<file path="src/rtl/iterative_divider_if.sv">
// Start/done divide handshake bundle: operands and controls in, registered results out.
interface iterative_divider_if #(parameter int WIDTH = 64);
  logic             start;
  logic             is_signed;
  logic [WIDTH-1:0] dividend;
  logic [WIDTH-1:0] divisor;
  logic             flush;
  logic             ready;
  logic             done;
  logic [WIDTH-1:0] quotient;
  logic [WIDTH-1:0] remainder;
  logic             div_by_zero;

  modport master (
    output start, is_signed, dividend, divisor, flush,
    input  ready, done, quotient, remainder, div_by_zero
  );

  modport slave (
    input  start, is_signed, dividend, divisor, flush,
    output ready, done, quotient, remainder, div_by_zero
  );
endinterface

</file>
<file path="src/rtl/iterative_divider.sv">
// Radix-2 restoring divider, one quotient bit per cycle, ARMv8 UDIV/SDIV semantics
// (x/0 = 0 with remainder = dividend, MIN/-1 = MIN).
module iterative_divider #(
  parameter int WIDTH = 64
) (
  input  logic            clk,
  input  logic            reset_n,
  iterative_divider_if.slave bus
);
  localparam int CNT_W = $clog2(WIDTH) + 1;

  typedef enum logic [2:0] {IDLE, PREP, ITER, FIX, DONE} state_t;

  state_t           state;
  logic [WIDTH-1:0] a_r, b_r;
  logic             sgn_r, q_sign, r_sign;
  logic [WIDTH-1:0] quo, dvs;
  logic [WIDTH:0]   rem;
  logic [CNT_W-1:0] cnt;
  logic             ready, done, div_by_zero;
  logic [WIDTH-1:0] quotient, remainder;

  logic [WIDTH-1:0] a_mag, b_mag, q_fix, r_fix;
  logic [WIDTH+1:0] diff;
  logic             borrow;

  // MIN's magnitude fits as an unsigned WIDTH-bit value, so plain negation suffices.
  assign a_mag  = (sgn_r && a_r[WIDTH-1]) ? -a_r : a_r;
  assign b_mag  = (sgn_r && b_r[WIDTH-1]) ? -b_r : b_r;
  assign diff   = {rem, quo[WIDTH-1]} - {2'b00, dvs};
  assign borrow = diff[WIDTH+1];
  assign q_fix  = q_sign ? -quo : quo;
  assign r_fix  = r_sign ? -rem[WIDTH-1:0] : rem[WIDTH-1:0];

  always_ff @(posedge clk or negedge reset_n) begin
    if (!reset_n) begin
      state       <= IDLE;
      a_r         <= '0;
      b_r         <= '0;
      sgn_r       <= 1'b0;
      q_sign      <= 1'b0;
      r_sign      <= 1'b0;
      quo         <= '0;
      dvs         <= '0;
      rem         <= '0;
      cnt         <= '0;
      ready       <= 1'b1;
      done        <= 1'b0;
      quotient    <= '0;
      remainder   <= '0;
      div_by_zero <= 1'b0;
    end else begin
      done <= 1'b0;
      if (bus.flush && state != IDLE) begin
        state <= IDLE;
        ready <= 1'b1;
      end else begin
        case (state)
          IDLE: if (bus.start && !bus.flush) begin
            a_r   <= bus.dividend;
            b_r   <= bus.divisor;
            sgn_r <= bus.is_signed;
            ready <= 1'b0;
            state <= PREP;
          end
          PREP: begin
            quo    <= a_mag;
            dvs    <= b_mag;
            rem    <= '0;
            cnt    <= CNT_W'(WIDTH);
            q_sign <= sgn_r & (a_r[WIDTH-1] ^ b_r[WIDTH-1]);
            r_sign <= sgn_r & a_r[WIDTH-1];
            if (b_r == '0) begin
              quotient    <= '0;
              remainder   <= a_r;
              div_by_zero <= 1'b1;
              done        <= 1'b1;
              state       <= DONE;
            end else begin
              state <= ITER;
            end
          end
          ITER: begin
            // Restore by keeping the shifted value when the trial subtract borrows.
            rem   <= borrow ? {rem[WIDTH-1:0], quo[WIDTH-1]} : diff[WIDTH:0];
            quo   <= {quo[WIDTH-2:0], ~borrow};
            cnt   <= cnt - CNT_W'(1);
            if (cnt == CNT_W'(1)) state <= FIX;
          end
          FIX: begin
            quotient    <= q_fix;
            remainder   <= r_fix;
            div_by_zero <= 1'b0;
            done        <= 1'b1;
            state       <= DONE;
          end
          DONE: begin
            ready <= 1'b1;
            state <= IDLE;
          end
          default: begin
            ready <= 1'b1;
            state <= IDLE;
          end
        endcase
      end
    end
  end

  assign bus.ready       = ready;
  assign bus.done        = done;
  assign bus.quotient    = quotient;
  assign bus.remainder   = remainder;
  assign bus.div_by_zero = div_by_zero;
endmodule

</file>
<file path="src/flat_wrapper.sv">
// flat-port wrapper written by rule: the top's interface ports become plain ports
module iterative_divider_flat 
#(
  parameter int WIDTH = 64
)
  (clk, reset_n, bus_start, bus_is_signed, bus_dividend, bus_divisor, bus_flush, bus_ready, bus_done, bus_quotient, bus_remainder, bus_div_by_zero);
  iterative_divider_if #(.WIDTH(WIDTH)) bus_i ();
  input  logic clk;
  input  logic reset_n;
  input wire logic [$bits(bus_i.start)-1:0] bus_start;
  input wire logic [$bits(bus_i.is_signed)-1:0] bus_is_signed;
  input wire logic [$bits(bus_i.dividend)-1:0] bus_dividend;
  input wire logic [$bits(bus_i.divisor)-1:0] bus_divisor;
  input wire logic [$bits(bus_i.flush)-1:0] bus_flush;
  output wire logic [$bits(bus_i.ready)-1:0] bus_ready;
  output wire logic [$bits(bus_i.done)-1:0] bus_done;
  output wire logic [$bits(bus_i.quotient)-1:0] bus_quotient;
  output wire logic [$bits(bus_i.remainder)-1:0] bus_remainder;
  output wire logic [$bits(bus_i.div_by_zero)-1:0] bus_div_by_zero;
  assign bus_i.start = bus_start;
  assign bus_i.is_signed = bus_is_signed;
  assign bus_i.dividend = bus_dividend;
  assign bus_i.divisor = bus_divisor;
  assign bus_i.flush = bus_flush;
  assign bus_ready = bus_i.ready;
  assign bus_done = bus_i.done;
  assign bus_quotient = bus_i.quotient;
  assign bus_remainder = bus_i.remainder;
  assign bus_div_by_zero = bus_i.div_by_zero;
  iterative_divider #(.WIDTH(WIDTH)) u_core (.clk(clk), .reset_n(reset_n), .bus(bus_i));
endmodule
</file>
<file path="config.mk">
export PLATFORM = sky130hd
export DESIGN_NAME = iterative_divider_flat
export DESIGN_NICKNAME = d
export VERILOG_FILES = /design/src/rtl/iterative_divider_if.sv /design/src/rtl/iterative_divider.sv /design/src/flat_wrapper.sv
export SDC_FILE = /design/constraint.sdc
export NUM_CORES = 1
export LEC_CHECK = 0
export BUFFER_PORTS_ARGS = -buffer_cell sky130_fd_sc_hd__buf_4
export CORE_AREA = 2 2 193 337
export DETAILED_ROUTE_END_ITERATION = 6
export DIE_AREA = 0 0 195 339
export PLACE_DENSITY = 0.65
export SLEW_MARGIN = 20
export SYNTH_ARGS = -nofsm -noshare
export SYNTH_HDL_FRONTEND = slang
export SYNTH_SLANG_ARGS = --single-unit
</file>
<file path="constraint.sdc">
create_clock -name clk -period 3.7 [get_ports clk]
set_input_delay 0.185 -clock clk [delete_from_list [all_inputs] [get_ports clk]]
set_output_delay 0.185 -clock clk [all_outputs]
set_load 0.01 [all_outputs]
</file>
* Word-level counts from Yosys, hierarchy flattened
Cells that the tools add are included.
** Storage, ports and cells
- Output and inout port bits :: 131
- Bits in registers :: 465
- Word-level logic and storage cells :: 76
** Cells by class
- Mux-type cells :: 25
- Reductions and logical operators :: 17
- Add/sub/neg operators :: 6
- Bitwise operators :: 5
- Eq/ne operators :: 8
** Operator list (count)
- two-way mux 64 bit :: 6
- one-hot mux 64 bit (2 select lines) :: 3
- negation 64 bit :: 4
- one-hot mux 65 bit (2 select lines) :: 1
- subtractor 66 x 64 -> 66 bit :: 1
- two-way mux 65 bit :: 1
- zero test 64 bit :: 1
- one-hot mux 7 bit (2 select lines) :: 1
- two-way mux 3 bit :: 4
- one-hot mux 3 bit (4 select lines) :: 1
- AND reduction 2 bit :: 4
- == test 7 x 1 -> 1 bit (second input constant) :: 1
- subtractor 7 x 1 -> 7 bit (second input constant) :: 1
- == test 3 x 2 -> 1 bit (second input constant) :: 2
- != test 3 x 1 -> 1 bit (second input constant) :: 2
- one-hot mux 1 bit (2 select lines) :: 3
- AND reduction 3 bit :: 2
- two-way mux 1 bit :: 5
- logical AND 1 bit :: 4
- != test 2 x 1 -> 1 bit (second input constant) :: 2
- nonzero test 2 bit :: 2
- == test 3 x 1 -> 1 bit (second input constant) :: 1
- zero test 3 bit :: 1
- nonzero test 3 bit :: 1
- 5 further kinds :: 7

* Depth between registers and ports, before layout
Gate-level depths: netlist of the first run.
- Word-level depth :: 5
- Mapped depth :: 15
- Depth with buffers taken out :: 14

* Worst setup path before layout of the first run
No wires, ideal clock.
- Kind :: register -> register
- From :: register u_core.rem[12]
- To :: register u_core.rem[59]
- Clock period less this slack :: 3.640 ns
- Setup time :: 0.131 ns
- Data required time :: 3.569 ns
- Arrival time :: 3.509 ns
- Stages on the path, launching flop included :: 14
- Slack :: 0.060 ns
- Path buffers :: 3
- Cells stage by stage :: dfrtp_1 > ha_1 > clkbuf_1 > nand4_1 > nor3_1 > a21oi_1 > a2111oi_0 > o2111ai_1 > mux2_2 > or2_2 > clkbuf_1 > clkbuf_1 > a32oi_1 > o21ai_0
** On the way
- Longest elaborated chain between the ends :: 3
** Ends and longest elaborated chain
- start, declared :: line iterative_divider.sv:18 : logic [WIDTH:0] rem;
- start signal, assigned :: line iterative_divider.sv:85 : rem <= borrow ? {rem[WIDTH-1:0], quo[WIDTH-1]} : diff[WIDTH:0];
- subtractor 66 x 64 -> 66 bit :: line iterative_divider.sv:30 : assign diff = {rem, quo[WIDTH-1]} - {2'b00, dvs};
- two-way mux 65 bit :: line iterative_divider.sv:85
- one-hot mux 65 bit (2 select lines) :: line iterative_divider.sv:58 : case (state)
Every way passes these cells.
A chain may end at the register's enable or synchronous reset.

* Worst setup path in the final report of the first run
- From :: register u_core.quo[0]
- To :: register u_core.quotient[61], in the netlist u_core.bus.quotient[61]
** On the way
- Longest elaborated chain between the ends :: 3
** Ends and longest elaborated chain
- start, declared :: line iterative_divider.sv:17 : logic [WIDTH-1:0] quo, dvs;
- start signal, assigned :: line iterative_divider.sv:67 : quo <= a_mag;
- start signal, assigned :: line iterative_divider.sv:86 : quo <= {quo[WIDTH-2:0], ~borrow};
- negation 64 bit :: line iterative_divider.sv:32 : assign q_fix = q_sign ? -quo : quo;
- two-way mux 64 bit :: line iterative_divider.sv:32
- one-hot mux 64 bit (2 select lines) :: line iterative_divider.sv:58
- end signal, assigned :: line iterative_divider.sv:91 : quotient <= q_fix;
- end, declared :: line iterative_divider.sv:21 : logic [WIDTH-1:0] quotient, remainder;
Every way passes these cells.

==> results of run 1 <==
## routing by layer
layer / part of all wire (%) / up-vias / track usage [%]
met5: 0.013 / - / 0
met4: 4.5 / 2 / 11.3
met3: 3.4 / 182 / 2.40
met2: 51 / 568 / 46.6
met1: 41 / 12000 / 30.9
li1: - / 12300 / -
## flip-flops by register name (all words and copies together) (netlist names)
| register | flops |
|---|---|
| u_core.rem | 65 |
| u_core.a_r | 64 |
| u_core.b_r | 64 |
| u_core.bus.quotient | 64 |
| u_core.bus.remainder | 64 |
| u_core.dvs | 64 |
| u_core.quo | 64 |
| u_core.cnt | 7 |
| u_core.state | 3 |
| u_core.bus.div_by_zero | 1 |
| u_core.bus.done | 1 |
| u_core.bus.ready | 1 |
| u_core.q_sign | 1 |
| u_core.r_sign | 1 |
| u_core.sgn_r | 1 |
## layout make-up
cell class / count / area (µm²)
Multi-Input combinational cell: 2438 / 15800
Tap cell: 806 / 1010
Fill cell: 5813 / 27200
Inverter: 104 / 390
Clock inverter: 19 / 279
Clock buffer: 65 / 1350
Sequential cell: 465 / 11600
Timing Repair Buffer: 665 / 5530
## cell usage in the layout (no fill, tap or decap), drive strengths merged, types with 12 or more instances in the layout
cell type    netlist  final
a21o              40     40
a21oi            258    258
a31oi             19     19
a32oi             12     12
buf               20    533
clkbuf           175     65
dfrtp            464    464
dlygate4sd3        0    132
ha                70     70
inv              103    108
mux2             131    131
mux2i             54     54
nand2            429    429
nand2b            19     19
nand3             30     30
nand4             30     30
nor2             202    202
nor2b             13     13
nor3              58     58
nor4              25     25
o211ai            13     13
o21ai            383    383
o21bai            18     18
o31ai            109    109
o41ai             26     26
or2               15     15
or3               54     54
or4               29     29
xnor2            126    126
xor2             175    175
## worst min path at each step
stage	cells after the start	endpoint	slack, ns
6_report	2	u_core.dvs[10]	0.14
5_1_grt	2	u_core.dvs[10]	0.19
4_1_cts	2	u_core.dvs[4]	0.15
3_5_place_dp	1	u_core.b_r[10]	0.19
3_3_place_gp	1	u_core.b_r[10]	0.18
2_1_floorplan	0	u_core.a_r[0]	-0.11
## power groups by stage
stage	Combinational, mW	Sequential [mW]	Clock, mW
final	17.4	8.51	5.15
after global routing	19.2	8.75	5.45
after CTS	17.1	8.45	5.25
after detailed placement	16.8	8.54	0
after global placement	16.7	8.48	0
after floorplan	10.6	8.17	0
## critical path, stage by stage, from the launching register on
cell      delay [ns]
dfrtp_1         0.40
or3_4           0.38
or4_4           0.50
or3_4           0.43
or2_4           0.29
or4_4           0.49
nand2b_4        0.16
or3_4           0.40
o41ai_4         0.24
xor2_1          0.19
o31ai_1         0.08
## per-stage QoR
step,hold WS (ns),area [µm²],utilization [%],TNS (ns)
6_report,0.138,36000,56.9,-0.00460
5_1_grt,0.187,36000,56.9,-0.686
4_1_cts,0.152,35700,56.5,0
3_5_place_dp,0.188,32700,51.7,-5.12
3_3_place_gp,0.183,32700,51.7,-1.44
2_1_floorplan,-0.111,28200,-,0
## repair_timing
item	in CTS	in global routing
setup endpoints to repair	111	196
gates resized for setup	12	59
pin swaps	1	8
hold endpoints to repair	189	0
hold buffers	132	0
buffers inserted	1	2
## logic make-up after synthesis
group,share of synthesized area [%]
compound gates,19.5
xor+xnor,9.35
fa+ha+maj,3.18
buf+inv,4.05
flops,41.3
mux,7.15
simple gates,15.5
==> results.sh, run 1 <==
export IMPL_synth_seq_cells=465
export IMPL_vias=25100
export IMPL_synth_edff_count=0
export IMPL_reg2regPathDepth=10
export IMPL_ir_drop_v=0.000549
export IMPL_p_int_mw=17.6
export IMPL_antenna_cells=0
export IMPL_hp_class="in2async"
export IMPL_initial_core_util_pct=44.6
export IMPL_hold_viol_final=0
export IMPL_cp_end_kind="flip-flop"
export IMPL_crit_path_start_kind="flip-flop"
export IMPL_post_place_ws_ns=-0.111
export IMPL_cts_buffer_depth=3
export IMPL_syn_cell_area_um2=28200
export IMPL_ys_warn_count=0
export IMPL_synth_area_top_cells="dfrtp_1, o21ai_0, nand2_1"
export IMPL_cts_num_sinks=465
export IMPL_io_pins=264
export IMPL_slew_headroom_pct=37.1
export IMPL_root_buffer="clkbuf_16"
export IMPL_synth_cells=3202
export IMPL_maxCapViolCount=0
export IMPL_grt_max_degree=137
export IMPL_core_area_um2=63200
export IMPL_viasPerCell=5.49
export IMPL_max_freq_mhz=270
export IMPL_netSwitchingFraction_pct=43.3
export IMPL_crit_fanout=5
export IMPL_finalCritPeriodShare_pct=100
export IMPL_synth_cell_types=76
export IMPL_seq_power_share_pct=27.4
export IMPL_yosysTopAreaCellShare_pct=41.2
export IMPL_worstSetupPathType="reg2reg"
export IMPL_clock_latency_ns=0.60
export IMPL_htree_levels=2
export IMPL_synth_nets=3406
export IMPL_violations="negative setup slack"
export IMPL_arrival_ns=4.16
export IMPL_fin_nets=3924
export IMPL_skew_ns=0.0123
export IMPL_grt_pass1_vias=24900
export IMPL_fin_crit_ns=3.70
export IMPL_antenna_found_initial=1
export IMPL_timing_rr_start="u_core.quo[0]"
export IMPL_clkPwrFrac_pct=16.6
export IMPL_leakage_nw=16.1
export IMPL_power_switching_mw=13.4
export IMPL_worst_slew_pin_transition_ns=0.943
export IMPL_wl_um=85400
export IMPL_setup_viol=1
export IMPL_cts_tree="done"
export IMPL_status="finished with violations"
export IMPL_grt_overflow=0
export IMPL_drc=0
export IMPL_first_pass_iters=5
export IMPL_clkTransAtPathRegs_ns=0.07
export IMPL_rsz0062_at_grt="yes"
export IMPL_grt_pass1_wl_um=137000
export IMPL_cts_inserted_buffers=46
export IMPL_synth_avg_cell_area_um2=8.81
export IMPL_synth_most_common_cell="dfrtp_1"
export IMPL_dieArea_um2=66100
export IMPL_wl_per_cell_um=18.7
export IMPL_die_y_um=339
export IMPL_dr_first_iter_drc_count=1211
export IMPL_finalPower_mw=31.0
export IMPL_power_density_nw_per_um2=862
export IMPL_io_buffers=263
export IMPL_layout_setup_ws_ns=-0.00460
export IMPL_grt_usage_pct=25.8
export IMPL_cp_required_ns=4.15
export IMPL_drive_gt1_share_pct=22.2
export IMPL_crit_path_end="u_core.bus.quotient[61]"
export IMPL_synthTopCellsByCount="dfrtp_1, nand2_1, o21ai_0"
export IMPL_placedCellCount=4343
export IMPL_timing_rr_end="u_core.bus.quotient[61]"
export IMPL_final_cells=4562
export IMPL_synth_top_flop_cell="dfrtp_1"
export IMPL_synth_async_reset_ratio_pct=100
export IMPL_startpoint="u_core.quo[0]"
export IMPL_ant_nets=0
export IMPL_slew_viol_final=0
export IMPL_dpl_hpwl_um=65100
export IMPL_num_rows=122
export IMPL_area_growth_pct=27.6
export IMPL_die_w_um=195
export IMPL_synth_seq_area_share_pct=41.3
export IMPL_combPwrFrac_pct=56.0
export IMPL_yosys_area_top_type="dfrtp_1"
export IMPL_r2r_setup_slack_ns=-0.005
export IMPL_gp_congestion=0.917
Note: power is estimated with default switching activity, not from simulation.
==> inputs of run 2 (changes only) <==
--- a/config.mk
+++ b/config.mk
@@ -5,12 +5,11 @@
 export SDC_FILE = /design/constraint.sdc
 export NUM_CORES = 1
 export LEC_CHECK = 0
+export ABC_AREA = 1
 export BUFFER_PORTS_ARGS = -buffer_cell sky130_fd_sc_hd__buf_4
-export CORE_AREA = 2 2 193 337
+export CORE_AREA = 2 2 211 369
 export DETAILED_ROUTE_END_ITERATION = 6
-export DIE_AREA = 0 0 195 339
-export PLACE_DENSITY = 0.65
-export SLEW_MARGIN = 20
+export DIE_AREA = 0 0 213 371
 export SYNTH_ARGS = -nofsm -noshare
 export SYNTH_HDL_FRONTEND = slang
 export SYNTH_SLANG_ARGS = --single-unit
==> results.sh, run 2 <==
export IMPL_synth_nets=5356
export IMPL_slew_viol_final=0
export IMPL_dieArea_um2=79000
export IMPL_synth_area_top_cells="dfrtp_1, nand2_1, inv_1"
export IMPL_clkTransAtPathRegs_ns=0.06
export IMPL_synth_seq_cells=465
export IMPL_setup_viol=0
export IMPL_core_area_um2=76000
export IMPL_startpoint="u_core.rem[3]"
export IMPL_ant_nets=0
export IMPL_grt_pass1_vias=35200
export IMPL_multiInputGateArea_um2=18900
export IMPL_slew_headroom_pct=40.3
export IMPL_leakage_nw=21.0
export IMPL_num_rows=134
export IMPL_tns_ns=0
export IMPL_layout_setup_ws_ns=0.336
export IMPL_antenna_cells=0
export IMPL_cts_num_sinks=465
export IMPL_root_buffer="clkbuf_16"
export IMPL_post_place_ws_ns=0.442
export IMPL_synth_cell_types=53
export IMPL_htree_levels=2
export IMPL_cp_required_ns=4.23
export IMPL_die_y_um=371
export IMPL_ys_warn_count=0
export IMPL_timing_rr_end="u_core.rem[4]"
export IMPL_power_switching_mw=14.6
export IMPL_status="finished clean"
export IMPL_synth_cells=5152
export IMPL_gp_congestion=1.06
export IMPL_netSwitchingFraction_pct=48.5
export IMPL_seq_power_share_pct=30.7
export IMPL_dr_first_iter_drc_count=2408
export IMPL_first_pass_iters=6
export IMPL_syn_cell_area_um2=33900
export IMPL_dpl_hpwl_um=115000
export IMPL_hold_viol_final=0
export IMPL_crit_fanout=39
export IMPL_skew_ns=0.0277
export IMPL_rsz0062_at_grt="no"
export IMPL_utilization_pct=52.9
export IMPL_p_int_mw=15.5
export IMPL_n_fill_cell=7871
export IMPL_worstSetupPathType="reg2reg"
export IMPL_synth_seq_area_share_pct=34.3
export IMPL_wl_per_cell_um=21.8
export IMPL_fin_crit_ns=3.36
export IMPL_grt_overflow=0
export IMPL_seq_area_um2=11600
export IMPL_synth_top_flop_cell="dfrtp_1"
export IMPL_finalCritPeriodShare_pct=90.9
export IMPL_combPwrFrac_pct=51.1
export IMPL_wl_um=143000
export IMPL_yosys_area_top_type="dfrtp_1"
export IMPL_yosysTopAreaCellShare_pct=34.2
export IMPL_synth_async_reset_ratio_pct=100
export IMPL_final_common_cell="nand2_1"
export IMPL_cts_setup_buffers=0
export IMPL_cts_buffer_depth=3
export IMPL_crit_path_end="u_core.rem[4]"
export IMPL_grt_usage_pct=36.4
export IMPL_area_growth_pct=18.4
export IMPL_largest_reg_flops=65
export IMPL_drc=0
export IMPL_arrival_ns=3.89
export IMPL_reg2regPathDepth=16
export IMPL_cts_inserted_buffers=49
export IMPL_synth_most_common_cell="nand2_1"
export IMPL_grt_max_degree=133
export IMPL_timing_rr_start="u_core.rem[3]"
export IMPL_power_density_nw_per_um2=750
export IMPL_io_buffers=263
export IMPL_antenna_found_initial=1
export IMPL_r2r_setup_slack_ns=0.34
export IMPL_initial_core_util_pct=44.7
export IMPL_maxCapViolCount=0
export IMPL_top_register="u_core.rem"
export IMPL_die_w_um=213
export IMPL_grt_pass1_wl_um=213000
export IMPL_cts_tree="done"
export IMPL_ir_drop_v=0.000496
export IMPL_cp_end_kind="flip-flop"
export IMPL_synth_edff_count=0
export IMPL_hp_class="in2async"
export IMPL_worst_slew_pin_transition_ns=0.892
export IMPL_io_pins=264
export IMPL_synth_avg_cell_area_um2=6.59
export IMPL_max_freq_mhz=297
export IMPL_fin_nets=5700
export IMPL_viasPerCell=5.31
export IMPL_drive_gt1_share_pct=11.0
export IMPL_synthTopCellsByCount="nand2_1, inv_1, nor2_1"
export IMPL_final_cell_mix="nand2_1, inv_1, nor2_1"
export IMPL_vias=34800
export IMPL_clock_latency_ns=0.65
export IMPL_crit_path_start_kind="flip-flop"
export IMPL_clkPwrFrac_pct=18.2
[run 2: cell count changes after synthesis, sizes merged, moves of 54 or more]
cell	before	now
mux2i	54	0
nand3	30	464
o31ai	109	12
xnor2	126	36
nand2	429	1624
buf	20	80
mux2	131	44
clkbuf	175	93
nor2	202	575
or3	54	0
inv	103	684
o21ai	383	318
[run 2: what timing repair did]
item,4_1_cts,5_1_grt
endpoints found under the hold margin,217,0
resized for setup,0,0
hold buffers,132,0
[run 2: final cells by class]
cell class	count	share of cell area, %
Clock buffer	67	3.60
Clock inverter	25	0.831
Inverter	689	6.44
Multi-Input combinational cell	3825	47.0
Sequential cell	465	29.0
Tap cell	1020	3.18
Timing Repair Buffer	466	10.0
[run 2: per-stage QoR]
| stage | std cells | power, mW | area (µm²) | hold WS (ns) |
|---|---|---|---|---|
| after floorplan | 5152 | 18.5 | 33900 | -0.111 |
| after global placement | 6333 | 24.3 | 37100 | 0.307 |
| after detailed placement | 6333 | 24.4 | 37100 | 0.294 |
| after CTS | 6557 | 30.1 | 40200 | 0.213 |
| after global routing | 6557 | 32.4 | 40200 | 0.228 |
| final | 6557 | 30.2 | 40200 | 0.164 |
[run 2: worst min-delay path by stage]
stage	startpoint	to	slack, ns	depth (start not counted)
6_report	reset_n	u_core.bus.quotient[4]	0.16	2
5_1_grt	reset_n	u_core.bus.quotient[4]	0.23	2
4_1_cts	reset_n	u_core.bus.quotient[0]	0.21	2
3_5_place_dp	reset_n	u_core.bus.quotient[0]	0.29	1
3_3_place_gp	reset_n	u_core.bus.quotient[0]	0.31	1
2_1_floorplan	reset_n	u_core.a_r[0]	-0.11	0
[run 2: cells by family (layout without fill, tap and decap cells)]
| kind of cell | count (synthesis) | after routing | share of synthesized area [%] |
|---|---|---|---|
| DFF | 465 | 465 | 34.3 |
| and+or+nand+nor | 2893 | 2893 | 36.1 |
| adders and majority gates | 71 | 71 | 2.64 |
| xor gates and xnor gates | 190 | 190 | 4.90 |
| buffers and inverters | 862 | 1247 | 10.2 |
| muxes | 44 | 44 | 1.46 |
| AOI/OAI and AO/OA | 627 | 627 | 10.4 |
[run 2: worst max-delay path, stage by stage, from the launching register on]
cell     delay, ns
dfrtp_1       0.50
ha_1          0.41
nand2_1       0.12
nor2_1        0.16
nand3_1       0.11
nand3_2       0.20
nand2_1       0.10
nand2_2       0.16
nand2_1       0.12
nand2_2       0.11
nand2_2       0.08
nand3_2       0.06
buf_4         0.32
buf_4         0.44
nand3_1       0.14
nand3_1       0.10
nand2_1       0.08
[run 2: routing by layer]
metal	vias up	share of wire (%)	track usage, %	wire (µm)
met2	1112	51	66.3	72600
li1	17100	-	-	-
met5	-	0	0	0
met4	0	12	35.0	16600
met3	474	3.6	3.71	5080
met1	16100	34	35.2	48800
[run 2: power by group through the flow]
| stage | combinational, mW | sequential, mW | clock, mW |
|---|---|---|---|
| 2_1_floorplan | 9.72 | 8.76 | 0 |
| 3_3_place_gp | 15.1 | 9.26 | 0 |
| 3_5_place_dp | 15.1 | 9.27 | 0 |
| 4_1_cts | 15.3 | 9.19 | 5.58 |
| 5_1_grt | 17.1 | 9.49 | 5.77 |
| 6_report | 15.4 | 9.26 | 5.49 |
